File: src/rtl/rider_gate.sv
// Rider presence gate for a two-sided load-cell platform: debounces rider mount, enables steering after a settle time.
// Latency: ld_cell_diff is combinational; state outputs register on the edge the state changes (IDLE->WAIT->STEER_EN = LIM+2 edges).
// Backpressure: none; inputs are free-running A2D samples consumed every cycle.
//
// Ports:
//   clk, rst           - system clock, asynchronous active-high reset
//   fast_sim           - selects the short settle limit (simulation speed-up)
//   lft_ld, rght_ld    - left/right load-cell samples (unsigned, LD_W bits)
//   ld_cell_diff       - signed lft_ld - rght_ld (LD_W+1 bits, combinational)
//   en_steer           - high while in STEER_EN
//   rider_off          - one-cycle pulse after leaving WAIT/STEER_EN for IDLE
//   gate_state         - state code: IDLE=0, WAIT=1, STEER_EN=2
// Build option: define RIDER_HYST_EN to widen the on/off thresholds by +/-HYST.
module rider_gate #(
    parameter int                 LD_W          = 12,
    parameter logic [LD_W-1:0]    MIN_WT        = 'h200,
    parameter logic [LD_W-1:0]    HYST          = 'h020,
    parameter int                 TMR_W         = 26,
    parameter logic [TMR_W-1:0]   TMR_FULL      = 'h3DFD240,
    parameter logic [TMR_W-1:0]   FAST_TMR_FULL = 'h3FFF
) (
    input  logic                   clk,
    input  logic                   rst,
    input  logic                   fast_sim,
    input  logic [LD_W-1:0]        lft_ld,
    input  logic [LD_W-1:0]        rght_ld,
    output logic signed [LD_W:0]   ld_cell_diff,
    output logic                   en_steer,
    output logic                   rider_off,
    output logic [1:0]             gate_state
);

    localparam logic [1:0] IDLE     = 2'd0;
    localparam logic [1:0] WAIT     = 2'd1;
    localparam logic [1:0] STEER_EN = 2'd2;

    localparam int SW = LD_W + 1;   // sum / abs-diff width
    localparam int CW = LD_W + 5;   // width holding 16*adiff and 15*sum without overflow

`ifdef RIDER_HYST_EN
    localparam bit HYST_ON = 1'b1;
`else
    localparam bit HYST_ON = 1'b0;
`endif

    // With hysteresis disabled the band collapses to zero and both thresholds sit at MIN_WT.
    localparam logic [SW-1:0] MIN_X  = SW'(MIN_WT);
    localparam logic [SW-1:0] HYST_X = HYST_ON ? SW'(HYST) : '0;
    localparam logic [SW-1:0] ON_TH  = MIN_X + HYST_X;
    localparam logic [SW-1:0] OFF_TH = (MIN_X > HYST_X) ? (MIN_X - HYST_X) : '0;

    logic [1:0]       state, nxt_state;
    logic [TMR_W-1:0] cnt, nxt_cnt, lim;
    logic [SW-1:0]    sum, adiff;
    logic [CW-1:0]    sum_x, adiff_x;
    logic             on, off, tmr_full, diff_gt_1_4, diff_gt_15_16, nxt_off;

    assign ld_cell_diff = $signed({1'b0, lft_ld}) - $signed({1'b0, rght_ld});

    assign sum   = {1'b0, lft_ld} + {1'b0, rght_ld};
    assign adiff = (lft_ld >= rght_ld) ? ({1'b0, lft_ld} - {1'b0, rght_ld})
                                       : ({1'b0, rght_ld} - {1'b0, lft_ld});

    // Ratio tests done by cross-multiplying, so no divide truncation error.
    assign sum_x         = CW'(sum);
    assign adiff_x       = CW'(adiff);
    assign diff_gt_1_4   = (adiff_x << 2) > sum_x;
    assign diff_gt_15_16 = (adiff_x << 4) > ((sum_x << 4) - sum_x);

    assign on  = sum > ON_TH;
    assign off = sum < OFF_TH;

    assign lim      = fast_sim ? FAST_TMR_FULL : TMR_FULL;
    assign tmr_full = cnt >= lim;

    // cnt is only non-zero while settling in WAIT; any other path clears it.
    always_comb begin
        nxt_state = state;
        nxt_cnt   = '0;
        case (state)
            IDLE: begin
                if (on) nxt_state = WAIT;
            end
            WAIT: begin
                if (off)              nxt_state = IDLE;
                else if (diff_gt_1_4) nxt_state = WAIT;
                else if (tmr_full)    nxt_state = STEER_EN;
                else                  nxt_cnt   = (&cnt) ? cnt : cnt + TMR_W'(1);
            end
            STEER_EN: begin
                if (off)                nxt_state = IDLE;
                else if (diff_gt_15_16) nxt_state = WAIT;
            end
            default: nxt_state = IDLE;  // illegal code recovers silently
        endcase
    end

    // Pulse only on a real rider departure, not on illegal-code recovery.
    assign nxt_off = ((state == WAIT) || (state == STEER_EN)) && (nxt_state == IDLE);

    always_ff @(posedge clk or posedge rst) begin
        if (rst) begin
            state     <= IDLE;
            cnt       <= '0;
            en_steer  <= 1'b0;
            rider_off <= 1'b0;
        end else begin
            state     <= nxt_state;
            cnt       <= nxt_cnt;
            en_steer  <= (nxt_state == STEER_EN);
            rider_off <= nxt_off;
        end
    end

    assign gate_state = state;

endmodule

File: config.mk
export PLATFORM = sky130hd
export DESIGN_NAME = rider_gate
export DESIGN_NICKNAME = d
export VERILOG_FILES = /design/src/rtl/rider_gate.sv
export SDC_FILE = /design/constraint.sdc
export NUM_CORES = 1
export LEC_CHECK = 0
export ABC_AREA = 1
export CORE_MARGIN = 5
export CORE_UTILIZATION = 50
export CTS_BUF_LIST = sky130_fd_sc_hd__clkbuf_4
export DETAILED_ROUTE_END_ITERATION = 8
export GPL_ROUTABILITY_DRIVEN = 0
export GPL_TIMING_DRIVEN = 0
export PLACE_DENSITY = 0.7
export SYNTH_ARGS = -nofsm -noshare
export SYNTH_HDL_FRONTEND = slang
export SYNTH_SLANG_ARGS = --single-unit
File: constraint.sdc
create_clock -name clk -period 3.9 [get_ports clk]
set_input_delay 1.17 -clock clk [delete_from_list [all_inputs] [get_ports clk]]
set_output_delay 1.17 -clock clk [all_outputs]
set_load 0.02 [all_outputs]
# After elaboration in Yosys (flattened, before gate mapping)
# Cells that the tools add are included.
[totals]
register_bits = 30
in_bits = 27
output_inout_bits = 17
wordCells = 39
[op_classes]
addsub = 6
magnitude_cmp = 6
n_eq_ne = 4
n_mux = 14
reduce_logical = 5
[op_table]
columns = ["operator", "n"]
rows = [
  ["26-bit two-way mux", 6],
  ["12-bit by 12-bit subtractor with 13-bit output", 3],
  ["26-bit by 1-bit adder with 26-bit output (second input constant)", 1],
  ["26-bit >= comparator", 1],
  ["26-bit AND reduction", 1],
  ["17-bit greater-than comparator", 1],
  ["17-bit by 13-bit subtractor with 17-bit output", 1],
  ["15-bit by 13-bit greater-than comparator with 1-bit output", 1],
  ["12-bit by 12-bit adder with 13-bit output", 1],
  ["13-bit by 10-bit greater-than comparator with 1-bit output (second input constant)", 1],
  ["13-bit by 10-bit less-than comparator with 1-bit output (second input constant)", 1],
  ["13-bit two-way mux", 1],
  ["12-bit >= comparator", 1],
  ["2-bit two-way mux", 6],
  ["2-bit one-hot mux with 3 select lines", 1],
  ["5-bit inequality test (second input constant)", 1],
  ["2-bit == test (second input constant)", 2],
  ["2-bit logical NOT", 2],
  ["2-bit by 1-bit == test with 1-bit output (second input constant)", 1],
  ["1-bit logical AND", 1],
  ["1-bit logical OR", 1],
]

# Logic depth before layout (Yosys ltp)
# Gate-level depths: netlist (run 1).
[logic_depth]
ltp_word = 8
depth_mapped = 36
mapped_depth_nobuf = 36

# Least setup slack after synthesis (run 1)
# OpenSTA, ideal clock, no wires.
[synth_timing]
kind = "input to register"
start = "input lft_ld[0]"
end = "register rider_off"
setup_time_ps = 115
t_arrival_ps = 4889
required_time_ps = 3785
slack_ps = -1104
path_stages = 32
n_path_buf = 0
path_cell_list = "ha_1 inv_1 fa_1 nor2_2 o21ai_0 nand2_1 xor2_1 inv_1 ha_1 inv_1 nor4_1 o21ai_0 nand2_1 nand3_1 nand2_1 a21oi_1 xor2_1 ha_1 a21oi_1 nor2_1 a211oi_1 o21ai_0 nand3_1 nand3_1 nand2_1 nand3_1 nand2_1 nand2_1 nand2_1 nand2_1 nand2_1 nor2_1"
[synth_between]
elab_chain_len = 8
elab_cells_between_ends = 18
cone_classes = "4 x add/sub; 5 x order compare; 7 x mux; 2 x reduce/logical"
[synth_lines]
columns = ["element", "line_no", "rtl"]
rows = [
  ["start, declared", "25", "input logic [LD_W-1:0] lft_ld,"],
  ["12-bit by 12-bit adder with 13-bit output, or another cell as far along", "60", "assign sum = {1'b0, lft_ld} + {1'b0, rght_ld};"],
  ["17-bit by 13-bit subtractor with 17-bit output / 13-bit two-way mux (equally long branches)", "68, 61", ""],
  ["17-bit greater-than comparator / 15-bit by 13-bit greater-than comparator with 1-bit output (equally long branches)", "68, 67", ""],
  ["2-bit two-way mux (on tied branches)", "92, 86", ""],
  ["2-bit two-way mux (on tied branches)", "91, 85", ""],
  ["2-bit one-hot mux with 3 select lines *", "80", "case (state)"],
  ["2-bit logical NOT *", "99", "assign nxt_off = ((state == WAIT) || (state == STEER_EN)) && (nxt_state == IDLE);"],
  ["1-bit logical AND *", "99", ""],
  ["net nxt_off", "56", "logic on, off, tmr_full, diff_gt_1_4, diff_gt_15_16, nxt_off;"],
  ["end signal, assigned", "111", "rider_off <= nxt_off;"],
  ["end, declared", "29", "output logic rider_off,"],
]
# Mark *: on every way through the listed nets, which the timed path passes. The rest lies on a longest branch.
# A chain may end at the register's enable or synchronous reset.

# Worst setup path after layout (run 1)
[layout_timing]
start = "input lft_ld[9]"
end = "register rider_off"
# The elaborated chain is that of the path after synthesis.

==> run summary, run 1 <==
Syn Nets - 1023
Buffers on Ports - 43
synthesized area per cell - 6.57 um^2
die height - 119 um
busiest grt layer - met2
CP Capture Type - register
status - finished, violations left
CP max FO - 6
CP max stage cell - ha_1
largest net degree at the start of global routing - 31
drc violations - 0
worst vdd ir - 0.148 mV
largest family of logic cells by synthesized area - simple AND/OR/NAND/NOR gates
die footprint - 14100 um^2
FF-to-FF Start - cnt[1]
DR vias - 6685
critical path type - in -> reg
Clk Latency, worst-skew pair - 340 ps
Fin. Hold Viols - 0
final setup vio count - 36
sequential cell area - 751 um^2
CP most frequent cell - nand2_1
CTS max path bufs - 2
FF-to-FF setup slack - 960 ps
period utilisation layout - 120%
area grow syn2layout - 42.6%
fmax - 213 MHz
Post-Syn Instances - 899
CP required - 4180 ps
Netlist Area Pre-Place - 5910 um^2
Worst path max stage delay - 300 ps
Post-synth top flop - dfrtp_1
Final Hold Slack - 616 ps
CTS tree - built
TritonCTS Sinks - 30
fin worst setup slack - -799 ps
worst endpoint data arrival time - 4980 ps
met2 track demand over resource - 41.0%
num ports - 44
drt first pass iters - 5
Hold Crit Class - reg -> reg
Synth Area in Compound Gates - 14.6%
Routed Antenna Nets - 0
minimum clock period - 4700 ps
Yosys top cell by area - ha_1
routed wire length - 19.5 mm
WHS Endpoint - cnt[0]
critical path startpoint category - input pin
initial antenna violation count - 0
Overall Global Routing Usage - 25.4%
Worst R2R End - cnt[3]
xor and xnor area share after synthesis - 6.90%
Crit path buffers/inverters - 7
# diodes - 0
number of global-route vias before repair - 6339
Iter 0 DRT Violations - 630
EDFF count, synth - 0
Die Width - 119 um
CTS buffer count - 5
P_leak - 3.92 nW
clk root buf - clkbuf_4
Clock Pin Slew Worst Setup and Hold Paths - 110 ps
count leader, synth - nand2_1
adder-cell share of the synthesized area - 20.9%
hold_sp - cnt[0]
sequential-to-total area share from yosys stat - 12.7%
Slew Viols, Final - 0
placed insts - 1085
skew final - 6.33 ps
DR WL/cell - 16.6 um
H-Tree Depth - 2
Seq cells post-synth - 30
global-route track usage on met1 - 36.0%
Worst Reg-to-Reg Cells - 13
RSZ-0062 raised after global routing - true
Core Box Area - 11500 um^2
post-DP HPWL - 13.0 mm
area of the multi-input gates - 5550 um^2
failing checks - setup timing
Crit path max-delay family - simple AND/OR/NAND/NOR gates
hold depth - 2
first-pass GRT wire length - 30.0 mm
# nets final - 1158
Area contributors post-synth - ha_1 20%, dfrtp_1 13%, nand2_1 13%, inv_1 8.4%, nor2_1 5.5%
Filler Cell Count - 837
Critical Path Source - lft_ld[9]
routing usage on met3 - 3.58%
Post-synth ARST share - 100%
count of cell types in the netlist - 53
FP Rows - 39
Slew HR - 22.1%
most frequent cells after synthesis - 200 x nand2_1, 132 x inv_1, 94 x ha_1
Max Cap Viol - 0
worst-margin pin slew - 1170 ps
post-synth top area share - 19.9%
Finished Layout Cells - 1178
mux share of post-synthesis cell area - 0%
Vias/cell - 5.67
starting density of the core - 51.3%
PD cells - 330 nW/um^2
share of layout cells above drive strength 1 - 35.9%
Post-Synth Simple-Gate Area - 33.7%
GR Overflow Total - 0
Yosys warning count - 0
## per-stage QoR
stage                     setup TNS (ps)  setup slack [ps]  area (um^2)  power, mW  util [%]
after detailed placement          -49690             -2030         6770       1.86      58.8
after global routing              -18820             -1090         8430       2.99      73.2
after floorplan                    -3290              -848         6160       1.47         -
final                             -13780              -799         8430       2.78      73.2
after CTS                          -8350              -708         8000       2.52      69.5
after global placement            -48900             -2050         6770       1.84      58.8
## layer usage
layer	vias up	wire length, um
met5	-	0
met4	0	556
met3	59	1260
met2	257	9040
met1	3142	8690
li1	3227	-
## how the worst max path moves through the flow
stage | to | cells after the start | slack, ps
3_3_place_gp | rider_off | 31 | -2050
2_1_floorplan | rider_off | 32 | -850
6_report | rider_off | 33 | -800
4_1_cts | rider_off | 32 | -710
3_5_place_dp | rider_off | 31 | -2030
5_1_grt | rider_off | 31 | -1090
## area by class of cell
| class | count | share of cell area, % |
|---|---|---|
| plain buffers | 10 | 1.51 |
| clock buffers | 5 | 0.445 |
| clock inverters | 3 | 0.475 |
| inverters | 142 | 6.86 |
| multi-input cells | 714 | 65.8 |
| flip-flops and latches | 30 | 8.90 |
| well taps | 143 | 2.12 |
| repair buffers | 131 | 13.8 |
## state kept, by name (all words and copies together) (netlist names)
name        flops
cnt            26
en_steer        1
gate_state      2
rider_off       1
## timing repair
| item | in CTS | in global routing |
|---|---|---|
| endpoints found under the setup margin | 43 | 40 |
| cloned | 3 | 0 |
| resized for setup | 303 | 85 |
| endpoints found under the hold margin | 0 | 0 |
| setup buffers | 70 | 18 |
| pin swaps | 91 | 39 |
| hold buffers | 0 | 0 |
## cells by family after synthesis
logic type,after synthesis
AND/OR/NAND/NOR,433
buffers and inverters,156
XOR/XNOR,41
AO/OA/AOI/OAI,142
flip-flops,30
adder cells (fa/ha/maj),97
## worst register-to-register path, cell delays in order (launching register included)
cell	delay, ps
dfrtp_1	490
ha_1	240
nand2_1	90
nor2_1	220
nand4_1	210
nor3_2	260
nand4_1	180
nor2_2	200
nand4_1	110
nor2_1	170
nand2_1	170
clkinv_1	210
nor2_1	90
a211oi_2	210
## power by group
group / internal (mW) / leakage (nW) / switching [mW]
logic: 0.946 / 3.46 / 1.24
clock network: 0.133 / 0.0450 / 0.126
registers: 0.323 / 0.414 / 0.0122
## cells in the final DEF (no fill, tap or decap), types with 8 or more instances in the layout
cell type / synthesis / routed
o21ai_1: 4 / 9
buf_8: 0 / 10
dfrtp_1: 30 / 30
o21ai_0: 43 / 28
nand4_1: 26 / 26
nand2_2: 14 / 36
buf_4: 3 / 76
xor2_2: 4 / 9
inv_4: 1 / 9
nand2_1: 200 / 165
nand2_4: 5 / 14
buf_6: 8 / 26
o21ai_2: 2 / 8
buf_2: 1 / 11
ha_4: 0 / 20
inv_1: 132 / 108
inv_2: 7 / 18
nor3_1: 16 / 12
nor2_4: 1 / 10
nand3_1: 47 / 37
a21oi_2: 7 / 18
ha_1: 94 / 70
nor2_2: 12 / 17
xor2_1: 31 / 20
nor2_1: 87 / 73
nand3_2: 6 / 15
a21oi_1: 47 / 33
Power figures use the tool's default switching activity.
==> inputs of run 2 (changes only) <==
- CAP_MARGIN: default -> 10
- TNS_END_PERCENT: default -> 50
==> run summary, run 2 (synthesis gave the netlist of run 1 again) <==
status - finished, violations left
failing checks - setup timing
CP max FO - 7 (+1)
period utilisation layout - 119% (-1.2 points)
first-pass GRT wire length - 29.6 mm (-1.5%)
drc violations - 0 (unchanged)
Final Hold Slack - 617 ps (+0.749 ps)
final core utilization - 71.7% (-1.5 points)
Crit path buffers/inverters - 5 (-2)
fin worst setup slack - -753 ps (+46.5 ps)
Iter 0 DRT Violations - 577 (-8.4%)
post-DP HPWL - 13.0 mm (unchanged)
Max Cap Viol - 0 (unchanged)
critical path startpoint category - input pin
TritonCTS Sinks - 30 (unchanged)
DR WL/cell - 15.5 um (-6.3%)
final setup vio count - 34 (-5.6%)
Clk Latency, worst-skew pair - 340 ps (about the same)
CTS tree - built
CTS buffer count - 5 (unchanged)
FP Rows - 39 (unchanged)
hold_sp - cnt[0]
minimum clock period - 4650 ps (-46.5 ps)
Slew Viols, Final - 0 (unchanged)
Clock Pin Slew Worst Setup and Hold Paths - 110 ps (about the same)
Crit path max-delay family - simple AND/OR/NAND/NOR gates
CTS max path bufs - 2 (unchanged)
CP max stage cell - ha_1
worst vdd ir - 0.141 mV (-4.6%)
Finished Layout Cells - 1173 (-0.42%)
Vias/cell - 5.56 (-2.0%)
Area after DPL - 6770 um^2 (unchanged)
Slew HR - 63.7% (+42 points)
die footprint - 14100 um^2 (unchanged)
most common cell after layout, fill and taps aside - nand2_1
Hold Crit Class - reg -> reg
CP Capture Type - register
RSZ-0062 raised after global routing - true
share of layout cells above drive strength 1 - 34.3% (-1.7 points)
GR Overflow Total - 0 (unchanged)
WHS Endpoint - cnt[0]
worst endpoint data arrival time - 4930 ps (-50 ps)
Buffers on Ports - 43 (unchanged)
leading cell types in the layout, fill and taps excluded - 169 x nand2_1, 109 x inv_1, 78 x buf_4
drt first pass iters - 5 (unchanged)
largest net degree at the start of global routing - 31 (unchanged)
clk root buf - clkbuf_4
worst slack, placed - -2030 ps (unchanged)
routed wire length - 18.2 mm (-6.7%)
initial antenna violation count - 0 (unchanged)
design area - 8260 um^2 (-2.1%)
Worst Reg-to-Reg Cells - 12 (-1)
# diodes - 0 (unchanged)
num ports - 44 (unchanged)
setup_tns - -8700 ps (+5080 ps)
critical path type - in -> reg
area grow syn2layout - 39.7%
CP most frequent cell - nand2_1
Worst path max stage delay - 330 ps (+30 ps)
PD cells - 324 nW/um^2 (-1.6%)
# nets final - 1153 (-0.43%)
Overall Global Routing Usage - 24.9% (-0.45 points)
Power, Total - 2.68 mW (-3.6%)
hold depth - 2 (unchanged)
skew final - 10.4 ps (+4.08 ps)
FF-to-FF setup slack - 990 ps (+30 ps)
die height - 119 um (unchanged)
DR vias - 6521 (-2.5%)
placed insts - 1085 (unchanged)
Core Box Area - 11500 um^2 (unchanged)
CP required - 4180 ps (about the same)
worst-margin pin slew - 544 ps (-623 ps)
Worst R2R End - cnt[10]
P_leak - 3.86 nW (-1.6%)
FF-to-FF Start - cnt[1]
starting density of the core - 51.3% (unchanged)
Die Width - 119 um (unchanged)
fmax - 215 MHz (+1.0%)
Routed Antenna Nets - 0 (unchanged)
number of global-route vias before repair - 6224 (-1.8%)
Fin. Hold Viols - 0 (unchanged)
largest register by flop count - cnt
max reg flops - 26 (unchanged)
H-Tree Depth - 2 (unchanged)
-- run 2: cell types whose count changed in the layout (fill, tap and decap cells not counted), moves of 3 or more --
cell	delta
inv_4	-3
o31ai_1	+4
nand2_4	-3
buf_6	-4
nand2_1	+4
o31ai_2	-3
buf_8	-4
-- run 2: worst max path at each step --
stage / from / cells after the start / to / slack, ps
floorplan: lft_ld[0] / 32 / rider_off / -850
global placement: lft_ld[1] / 31 / rider_off / -2050
detailed placement: lft_ld[1] / 31 / rider_off / -2030
CTS: lft_ld[5] / 32 / rider_off / -710
global route: rght_ld[0] / 32 / rider_off / -1040
finish: lft_ld[5] / 32 / rider_off / -750
-- run 2: power breakdown --
part	switching [mW]	internal [mW]	leakage, nW
combinational	1.18	0.904	3.40
clock	0.125	0.133	0.0450
sequential	0.0123	0.323	0.414
total	1.32	1.36	3.86
-- run 2: what timing repair did --
| item | in CTS | in global routing |
|---|---|---|
| gates cloned | 3 | 0 |
| pin swaps | 86 | 32 |
| buffers inserted | 65 | 17 |
| hold buffers | 0 | 0 |
| gates resized for setup | 280 | 71 |
| endpoints found under the setup margin | 43 | 40 |
| hold endpoints to repair | 0 | 0 |
-- run 2: area by class of cell --
| class | instances | area [um^2] |
|---|---|---|
| Inverter | 142 | 573 |
| Clock inverter | 3 | 40.0 |
| Tap cell | 143 | 179 |
| Multi-Input combinational cell | 714 | 5450 |
| Timing Repair Buffer | 126 | 1100 |
| Clock buffer | 5 | 37.5 |
| Sequential cell | 30 | 751 |
| Fill cell | 886 | 3260 |
| Buffer | 10 | 124 |
-- run 2: per-layer routing --
metal,GRT usage (%),wire [um]
met5,0,0
met2,40.2,8370
met1,36.0,8480
met4,4.49,243
met3,3.10,1130
-- run 2: worst register-to-register path: cells and delay by family, from the launching register on --
family	cells	cell delay, ps
AOI/OAI and AO/OA	1	260
DFF	1	490
adders and majority gates	1	240
buffers and inverters	1	260
and+or+nand+nor	9	1570
